===== src/rtl/regfile_ctrl_pkg.sv =====
// Shared types and instruction-field layout for the regfile sequencing controller.
// Also holds the small decode helpers used by the FSM and the ALU.
package regfile_ctrl_pkg;

    typedef enum logic [2:0] {
        OP_MOVI = 3'b000,
        OP_MOV  = 3'b001,
        OP_ADD  = 3'b010,
        OP_AND  = 3'b011,
        OP_MVN  = 3'b100
    } opcode_e;

    typedef enum logic [2:0] {
        ST_IDLE   = 3'd0,
        ST_READ_A = 3'd1,
        ST_READ_B = 3'd2,
        ST_EXEC   = 3'd3,
        ST_WRITE  = 3'd4,
        ST_DONE   = 3'd5
    } state_e;

    localparam int OP_MSB  = 15;
    localparam int OP_LSB  = 13;
    localparam int RD_MSB  = 12;
    localparam int RD_LSB  = 10;
    localparam int RN_MSB  = 9;
    localparam int RN_LSB  = 7;
    localparam int RM_MSB  = 6;
    localparam int RM_LSB  = 4;
    localparam int IMM_MSB = 7;
    localparam int IMM_LSB = 0;

    function automatic logic [2:0] f_op(input logic [15:0] ins);
        return ins[OP_MSB:OP_LSB];
    endfunction

    function automatic logic [2:0] f_rd(input logic [15:0] ins);
        return ins[RD_MSB:RD_LSB];
    endfunction

    function automatic logic [2:0] f_rn(input logic [15:0] ins);
        return ins[RN_MSB:RN_LSB];
    endfunction

    function automatic logic [2:0] f_rm(input logic [15:0] ins);
        return ins[RM_MSB:RM_LSB];
    endfunction

    function automatic logic [15:0] f_imm_sext(input logic [15:0] ins);
        return {{8{ins[IMM_MSB]}}, ins[IMM_MSB:IMM_LSB]};
    endfunction

    function automatic logic is_legal(input logic [2:0] op);
        return (op <= OP_MVN);
    endfunction

endpackage


===== src/rtl/regfile_ctrl_if.sv =====
// Bundle of the controller's request/status signals and the regfile port.
// master = controller side, slave = requester plus regfile side.
interface regfile_ctrl_if;
    logic        start;
    logic [15:0] instr;
    logic        busy;
    logic        done;
    logic        err;
    logic [1:0]  flags;
    logic [15:0] rf_data_in;
    logic [2:0]  rf_writenum;
    logic [2:0]  rf_readnum;
    logic        rf_write;
    logic [15:0] rf_data_out;

    modport master (
        input  start, instr, rf_data_out,
        output busy, done, err, flags,
               rf_data_in, rf_writenum, rf_readnum, rf_write
    );

    modport slave (
        output start, instr, rf_data_out,
        input  busy, done, err, flags,
               rf_data_in, rf_writenum, rf_readnum, rf_write
    );
endinterface


===== src/rtl/regfile_ctrl_alu.sv =====
// Combinational datapath: MOV pass-through, ADD, AND, MVN plus {N,Z} flags.
// flag_en tells the FSM whether this opcode is allowed to update the flags.
module regfile_ctrl_alu
    import regfile_ctrl_pkg::*;
(
    input  logic [2:0]  op,
    input  logic [15:0] a,
    input  logic [15:0] b,
    output logic [15:0] result,
    output logic        n,
    output logic        z,
    output logic        flag_en
);

    always_comb begin
        result  = b;
        flag_en = 1'b0;
        case (op)
            OP_ADD: begin
                result  = a + b;
                flag_en = 1'b1;
            end
            OP_AND: begin
                result  = a & b;
                flag_en = 1'b1;
            end
            OP_MVN: begin
                result  = ~b;
                flag_en = 1'b1;
            end
            default: result = b;
        endcase
    end

    assign n = result[15];
    assign z = (result == 16'h0000);

endmodule


===== src/rtl/regfile_ctrl.sv =====
// Sequencer that executes one instruction against an external registered-read regfile.
//   state     | meaning
//   ST_IDLE   | waiting for start, instr latched on accept
//   ST_READ_A | present Rn to the regfile
//   ST_READ_B | present Rm, capture R[Rn] into operand A
//   ST_EXEC   | R[Rm] on rf_data_out, register result and flags
//   ST_WRITE  | write result (or sign-extended imm8) to Rd
//   ST_DONE   | one-cycle done pulse, err for illegal opcode
module regfile_ctrl
    import regfile_ctrl_pkg::*;
(
    input  logic           clk,
    input  logic           rst_n,
    regfile_ctrl_if.master bus
);

    state_e      state_q, state_d;
    logic [15:0] instr_q;
    logic [15:0] a_q;
    logic [15:0] result_q;
    logic [1:0]  flags_q;

    logic [15:0] alu_result;
    logic        alu_n, alu_z, alu_flag_en;

    logic        busy, done, err, rf_write;
    logic [2:0]  rf_writenum, rf_readnum;
    logic [15:0] rf_data_in;

    regfile_ctrl_alu u_alu (
        .op      (f_op(instr_q)),
        .a       (a_q),
        .b       (bus.rf_data_out),
        .result  (alu_result),
        .n       (alu_n),
        .z       (alu_z),
        .flag_en (alu_flag_en)
    );

    always_ff @(posedge clk or negedge rst_n) begin
        if (!rst_n) begin
            state_q  <= ST_IDLE;
            instr_q  <= '0;
            a_q      <= '0;
            result_q <= '0;
            flags_q  <= '0;
        end else begin
            state_q <= state_d;
            if (state_q == ST_IDLE && bus.start)
                instr_q <= bus.instr;
            if (state_q == ST_READ_B)
                a_q <= bus.rf_data_out;
            if (state_q == ST_EXEC) begin
                result_q <= alu_result;
                if (alu_flag_en)
                    flags_q <= {alu_n, alu_z};
            end
        end
    end

    always_comb begin
        state_d     = state_q;
        busy        = 1'b1;
        done        = 1'b0;
        err         = 1'b0;
        rf_write    = 1'b0;
        rf_writenum = '0;
        rf_readnum  = '0;
        rf_data_in  = '0;
        case (state_q)
            ST_IDLE: begin
                busy = 1'b0;
                if (bus.start) begin
                    case (f_op(bus.instr))
                        OP_MOVI:        state_d = ST_WRITE;
                        OP_MOV, OP_MVN: state_d = ST_READ_B;
                        OP_ADD, OP_AND: state_d = ST_READ_A;
                        default:        state_d = ST_DONE;
                    endcase
                end
            end
            ST_READ_A: begin
                rf_readnum = f_rn(instr_q);
                state_d    = ST_READ_B;
            end
            ST_READ_B: begin
                rf_readnum = f_rm(instr_q);
                state_d    = ST_EXEC;
            end
            ST_EXEC: begin
                rf_readnum = f_rm(instr_q);
                state_d    = ST_WRITE;
            end
            ST_WRITE: begin
                rf_write    = 1'b1;
                rf_writenum = f_rd(instr_q);
                // MOVI skips EXEC, so its value comes straight from the latched instruction
                rf_data_in  = (f_op(instr_q) == OP_MOVI) ? f_imm_sext(instr_q) : result_q;
                state_d     = ST_DONE;
            end
            ST_DONE: begin
                done    = 1'b1;
                err     = !is_legal(f_op(instr_q));
                state_d = ST_IDLE;
            end
            default: begin
                busy    = 1'b0;
                state_d = ST_IDLE;
            end
        endcase
    end

    assign bus.busy        = busy;
    assign bus.done        = done;
    assign bus.err         = err;
    assign bus.flags       = flags_q;
    assign bus.rf_write    = rf_write;
    assign bus.rf_writenum = rf_writenum;
    assign bus.rf_readnum  = rf_readnum;
    assign bus.rf_data_in  = rf_data_in;

endmodule


===== src/flat_wrapper.sv =====
// flat-port wrapper written by rule: the top's interface ports become plain ports
module regfile_ctrl_flat import regfile_ctrl_pkg::*;
  (clk, rst_n, bus_start, bus_instr, bus_rf_data_out, bus_busy, bus_done, bus_err, bus_flags, bus_rf_data_in, bus_rf_writenum, bus_rf_readnum, bus_rf_write);
  regfile_ctrl_if bus_i ();
  input  logic clk;
  input  logic rst_n;
  input wire logic [$bits(bus_i.start)-1:0] bus_start;
  input wire logic [$bits(bus_i.instr)-1:0] bus_instr;
  input wire logic [$bits(bus_i.rf_data_out)-1:0] bus_rf_data_out;
  output wire logic [$bits(bus_i.busy)-1:0] bus_busy;
  output wire logic [$bits(bus_i.done)-1:0] bus_done;
  output wire logic [$bits(bus_i.err)-1:0] bus_err;
  output wire logic [$bits(bus_i.flags)-1:0] bus_flags;
  output wire logic [$bits(bus_i.rf_data_in)-1:0] bus_rf_data_in;
  output wire logic [$bits(bus_i.rf_writenum)-1:0] bus_rf_writenum;
  output wire logic [$bits(bus_i.rf_readnum)-1:0] bus_rf_readnum;
  output wire logic [$bits(bus_i.rf_write)-1:0] bus_rf_write;
  assign bus_i.start = bus_start;
  assign bus_i.instr = bus_instr;
  assign bus_i.rf_data_out = bus_rf_data_out;
  assign bus_busy = bus_i.busy;
  assign bus_done = bus_i.done;
  assign bus_err = bus_i.err;
  assign bus_flags = bus_i.flags;
  assign bus_rf_data_in = bus_i.rf_data_in;
  assign bus_rf_writenum = bus_i.rf_writenum;
  assign bus_rf_readnum = bus_i.rf_readnum;
  assign bus_rf_write = bus_i.rf_write;
  regfile_ctrl u_core (.clk(clk), .rst_n(rst_n), .bus(bus_i));
endmodule

===== config.mk =====
export PLATFORM = sky130hd
export DESIGN_NAME = regfile_ctrl_flat
export DESIGN_NICKNAME = d
export VERILOG_FILES = /design/src/rtl/regfile_ctrl_pkg.sv /design/src/rtl/regfile_ctrl_if.sv /design/src/rtl/regfile_ctrl_alu.sv /design/src/rtl/regfile_ctrl.sv /design/src/flat_wrapper.sv
export SDC_FILE = /design/constraint.sdc
export NUM_CORES = 1
export LEC_CHECK = 0
export CAP_MARGIN = 0
export CORE_UTILIZATION = 40
export DETAILED_ROUTE_END_ITERATION = 10
export PLACE_DENSITY = 0.67
export SETUP_SLACK_MARGIN = 0.02
export SLEW_MARGIN = 40
export SYNTH_ARGS = -nofsm -noshare
export SYNTH_HDL_FRONTEND = slang
export SYNTH_SLANG_ARGS = --single-unit

===== constraint.sdc =====
create_clock -name clk -period 2.3 [get_ports clk]
set_clock_uncertainty 0.1 [all_clocks]
set_input_delay 0.46 -clock clk [delete_from_list [all_inputs] [get_ports clk]]
set_output_delay 0.46 -clock clk [all_outputs]
set_load 0.02 [all_outputs]

==> summary.txt <==
Clock tree
  – Clock buffer depth: 2
  – CTS hold repair buffers: 0
  – H-tree Lvls: 2
  – Clk slew on worst S/H paths: between 100 and 150 ps
  – Clock latency on the worst-skew pair: between 300 and 400 ps
  – TritonCTS Buffers: 5
  – CTS Root Cell: clkbuf_8
  – CTS Sinks: between 50 and 60
  – CTS tree: done

Synthesis
  – Post-synthesis async set-or-reset flop share: 100%
  – Post-Synth Simple-Gate Area: about a fifth
  – EDFF count, synth: 0
  – Avg Cell Area, Syn: approximately 8.7 µm²
  – Synth Area in Adders: under 10%
  – Seq cells post-synth: 53
  – Compound-gate portion of the synthesized area: a little under a quarter
  – Distinct cells, synth: between 60 and 70
  – Syn nets: just over 500
  – Warnings from Yosys: 0
  – Post-synthesis instance area: approximately 4000 µm²
  – Largest family of logic cells by synthesized area: compound AO/OA/AOI/OAI gates
  – Sequential element share of the synthesized area: between 30% and 40%
  – Main synth FF type: dfrtp_1
  – Gate Count Post-Synth: about 460
  – Synth Area in XOR/XNOR: ~2.0%
  – Mux cell area share after synthesis: between 10 and 15%

Power and ir drop
  – Overall power: between 8 and 9 mW
  – PwrDens: roughly 1500 nW/µm²
  – Lkg Pwr: 2.58 nW
  – Worst vdd ir: 688 µV

Layout
  – Final nets: 660
  – Final Instance Area: 5950 µm²
  – Area growth, synth to finish: 49.7%
  – Layout cells sized above 1: approximately two fifths
  – Fill count: between 800 and 900
  – Ant. Diodes: 0

Global routing
  – GR Util All Layers: roughly a quarter
  – Vias in the first global route: 4157
  – Grt total ovfl: 0
  – Met3 usage: approximately 3.2%
  – Initial antenna violation count: 0
  – Layer with the highest usage: met2
  – Met1 Track Usage GR: approximately a third
  – Grt met2 use: between 40% and 50%
  – Largest net degree at the start of global routing: 35
  – First-pass GRT wire length: roughly 20000 µm

Worst setup path
  – Critical Path Start Type: flip-flop
  – CP peak stage delay: roughly 430 ps
  – Arrival @ worst endpoint: between 2000 and 3000 ps
  – Reg2reg end: u_core.bus.flags[0]
  – Critical path class: flip-flop to flip-flop
  – Critical path, cell by cell: ha_4 -> inv_2 -> fa_2 -> nand2b_4 -> a21oi_4 -> mux2i_1 -> and3_1 -> o211ai_2 -> nor4b_2 -> nand4_1 -> nand2_1
  – Worst reg2reg path depth: 11
  – CP endpoint kind: flip-flop
  – CP bufs+invs: 1
  – Highest-delay cell along the critical path: dfrtp_1
  – Worst reg2reg path startpoint: u_core.a_q[0]
  – Critical path peak fanout: 3
  – Delay-heaviest family, CP: simple AND/OR/NAND/NOR gates
  – CP Data Required Time: around 2500 ps
  – Flop2flop setup slack: -180 ps

Detailed routing
  – DR iter-0 viols: roughly 260
  – Drt pass-1 iters: 4
  – Via count: a little over 4000
  – DRC Markers: 0
  – Drt total wl: ~13000 µm
  – DR vias/cell: 5.42
  – Avg WL per Cell: 16.9 µm
  – Post-DRT Antenna Nets: 0

Place
  – Port Buf Inserts: 62
  – DP HPWL: ~9400 µm
  – Place WS: -916 ps
  – Dpl cell area: 5420 µm²
  – RD Place Congestion: 0.899

STA
  – Worst Tran Pin Value: ~540 ps
  – Tcrit/Tclk final: 108%
  – Final setup margin: -180 ps
  – Fin. max-slew vios: 0
  – Final setup fails: 4
  – Final hold vios: 0
  – Hold_ws: 7.74 ps
  – Tmin final: 2480 ps
  – Worst rel slew slack: 63.7%
  – Setup TNS: -332 ps
  – Fmax: around 400 MHz
  – RSZ-0062 raised after global routing: yes

Die
  – Core ar.: approximately 9700 µm²
  – Die Y: roughly 100 µm
  – Full die area: just over 10000 µm²
  – Std cell rows: 36
  – Initial Utilization: 41.0%
  – Top-level I/O count: 63
  – Die W: approximately 100 µm

Outcome
  – Status: finished with violations
  – Violations in the final reports: negative setup slack

Flow run
  – Max cap viols: 0

Hold path
  – Hold Crit Class: primary input to asynchronous set/reset pin
## how the worst max path moves through the flow
stage / end / depth (start not counted) / start
CTS: u_core.bus.flags[0] / 11 / u_core.a_q[0]
global placement: u_core.bus.flags[0] / 12 / bus_rf_data_out[0]
floorplan: u_core.bus.flags[0] / 11 / bus_rf_data_out[0]
finish: u_core.bus.flags[0] / 11 / u_core.a_q[0]
detailed placement: u_core.bus.flags[0] / 12 / bus_rf_data_out[0]
global route: u_core.bus.flags[0] / 11 / u_core.a_q[0]
## through the flow
stage / utilization [%] / std cells
4_1_cts: 59.8 / 744
5_1_grt: 61.4 / 742
3_5_place_dp: 56.0 / 730
3_3_place_gp: 56.0 / 730
6_report: 61.4 / 742
2_1_floorplan: - / 457
## cell type report
class	instances	area (µm²)	area share, %
Multi-Input combinational cell	361	2870	48.3
Timing Repair Buffer	172	1430	24.1
Sequential cell	53	1330	22.4
Tap cell	133	166	2.80
Clock buffer	6	72.6	1.22
Inverter	15	56.3	0.947
Clock inverter	2	15.0	0.253
## power by group
group	internal (mW)	switching (mW)	total [mW]	leakage [nW]
clock network	0.216	0.358	0.574	0.0374
registers	1.41	0.372	1.78	0.635
logic	3.15	3.18	6.33	1.91
## cells in the final DEF, fill, tap and decap left out, types with 4 or more instances in the layout
master,count
a21o_1,4
a21oi_1,26
a21oi_2,9
a22oi_1,8
and2_1,5
buf_2,4
buf_4,110
buf_6,11
clkbuf_8,5
clkdlybuf4s50_1,23
dfrtp_1,50
dlygate4sd2_1,19
ha_4,12
inv_1,12
mux2_2,31
mux2i_1,4
nand2_1,63
nand2_2,4
nand2b_1,6
nand3_1,6
nand4_1,5
nor2_1,27
o21ai_0,22
o21ai_1,4
o21ai_2,4
o22ai_1,11
or3_1,5
xor2_1,6
## Yosys cell counts, types with 6 or more instances
cell	instances	area, µm²
ha_1	16	200
nand3_1	9	45.0
inv_1	13	48.8
dfrtp_1	53	1330
xor2_1	8	70.1
o22ai_1	11	68.8
nand2b_1	7	43.8
a21oi_1	37	185
nand2_1	68	255
clkbuf_1	13	48.8
o21ai_0	30	150
a22oi_1	9	67.6
mux2_2	32	360
or3_1	6	37.5
nor2_1	28	105
## per-layer routing
metal / vias to the layer above / wire (µm)
met5: - / 0
met4: 0 / 204
met3: 12 / 679
met2: 123 / 6050
met1: 1906 / 5580
li1: 1981 / -
## sequential cells by signal, indices dropped and copies added (netlist names)
signal and cells:
u_core.a_q 16, u_core.bus.flags 2, u_core.instr_q 16, u_core.result_q 16
u_core.state_q 3
## cells by family (layout without fill, tap and decap cells)
kind of cell,count (synthesis),after routing
and+or+nand+nor,160,160
adders and majority gates,17,17
AOI/OAI and AO/OA,139,139
DFF,53,53
buffers and inverters,43,195
xor gates and xnor gates,9,9
muxes,36,36
## what timing repair did
action                                  4_1_cts  5_1_grt
gates resized for setup                     128       71
endpoints found under the setup margin       39       26
pin swaps                                    30       20
setup buffers                                 7        2
## worst register-to-register path, stage by stage (launching register included)
cell and delay (ps):
dfrtp_1 430, ha_4 160, inv_2 40, fa_2 330, nand2b_4 160, a21oi_4 190
mux2i_1 240, and3_1 220, o211ai_2 100, nor4b_2 260, nand4_1 130, nand2_1 70
No activity file was read; power rests on OpenSTA's default activity.
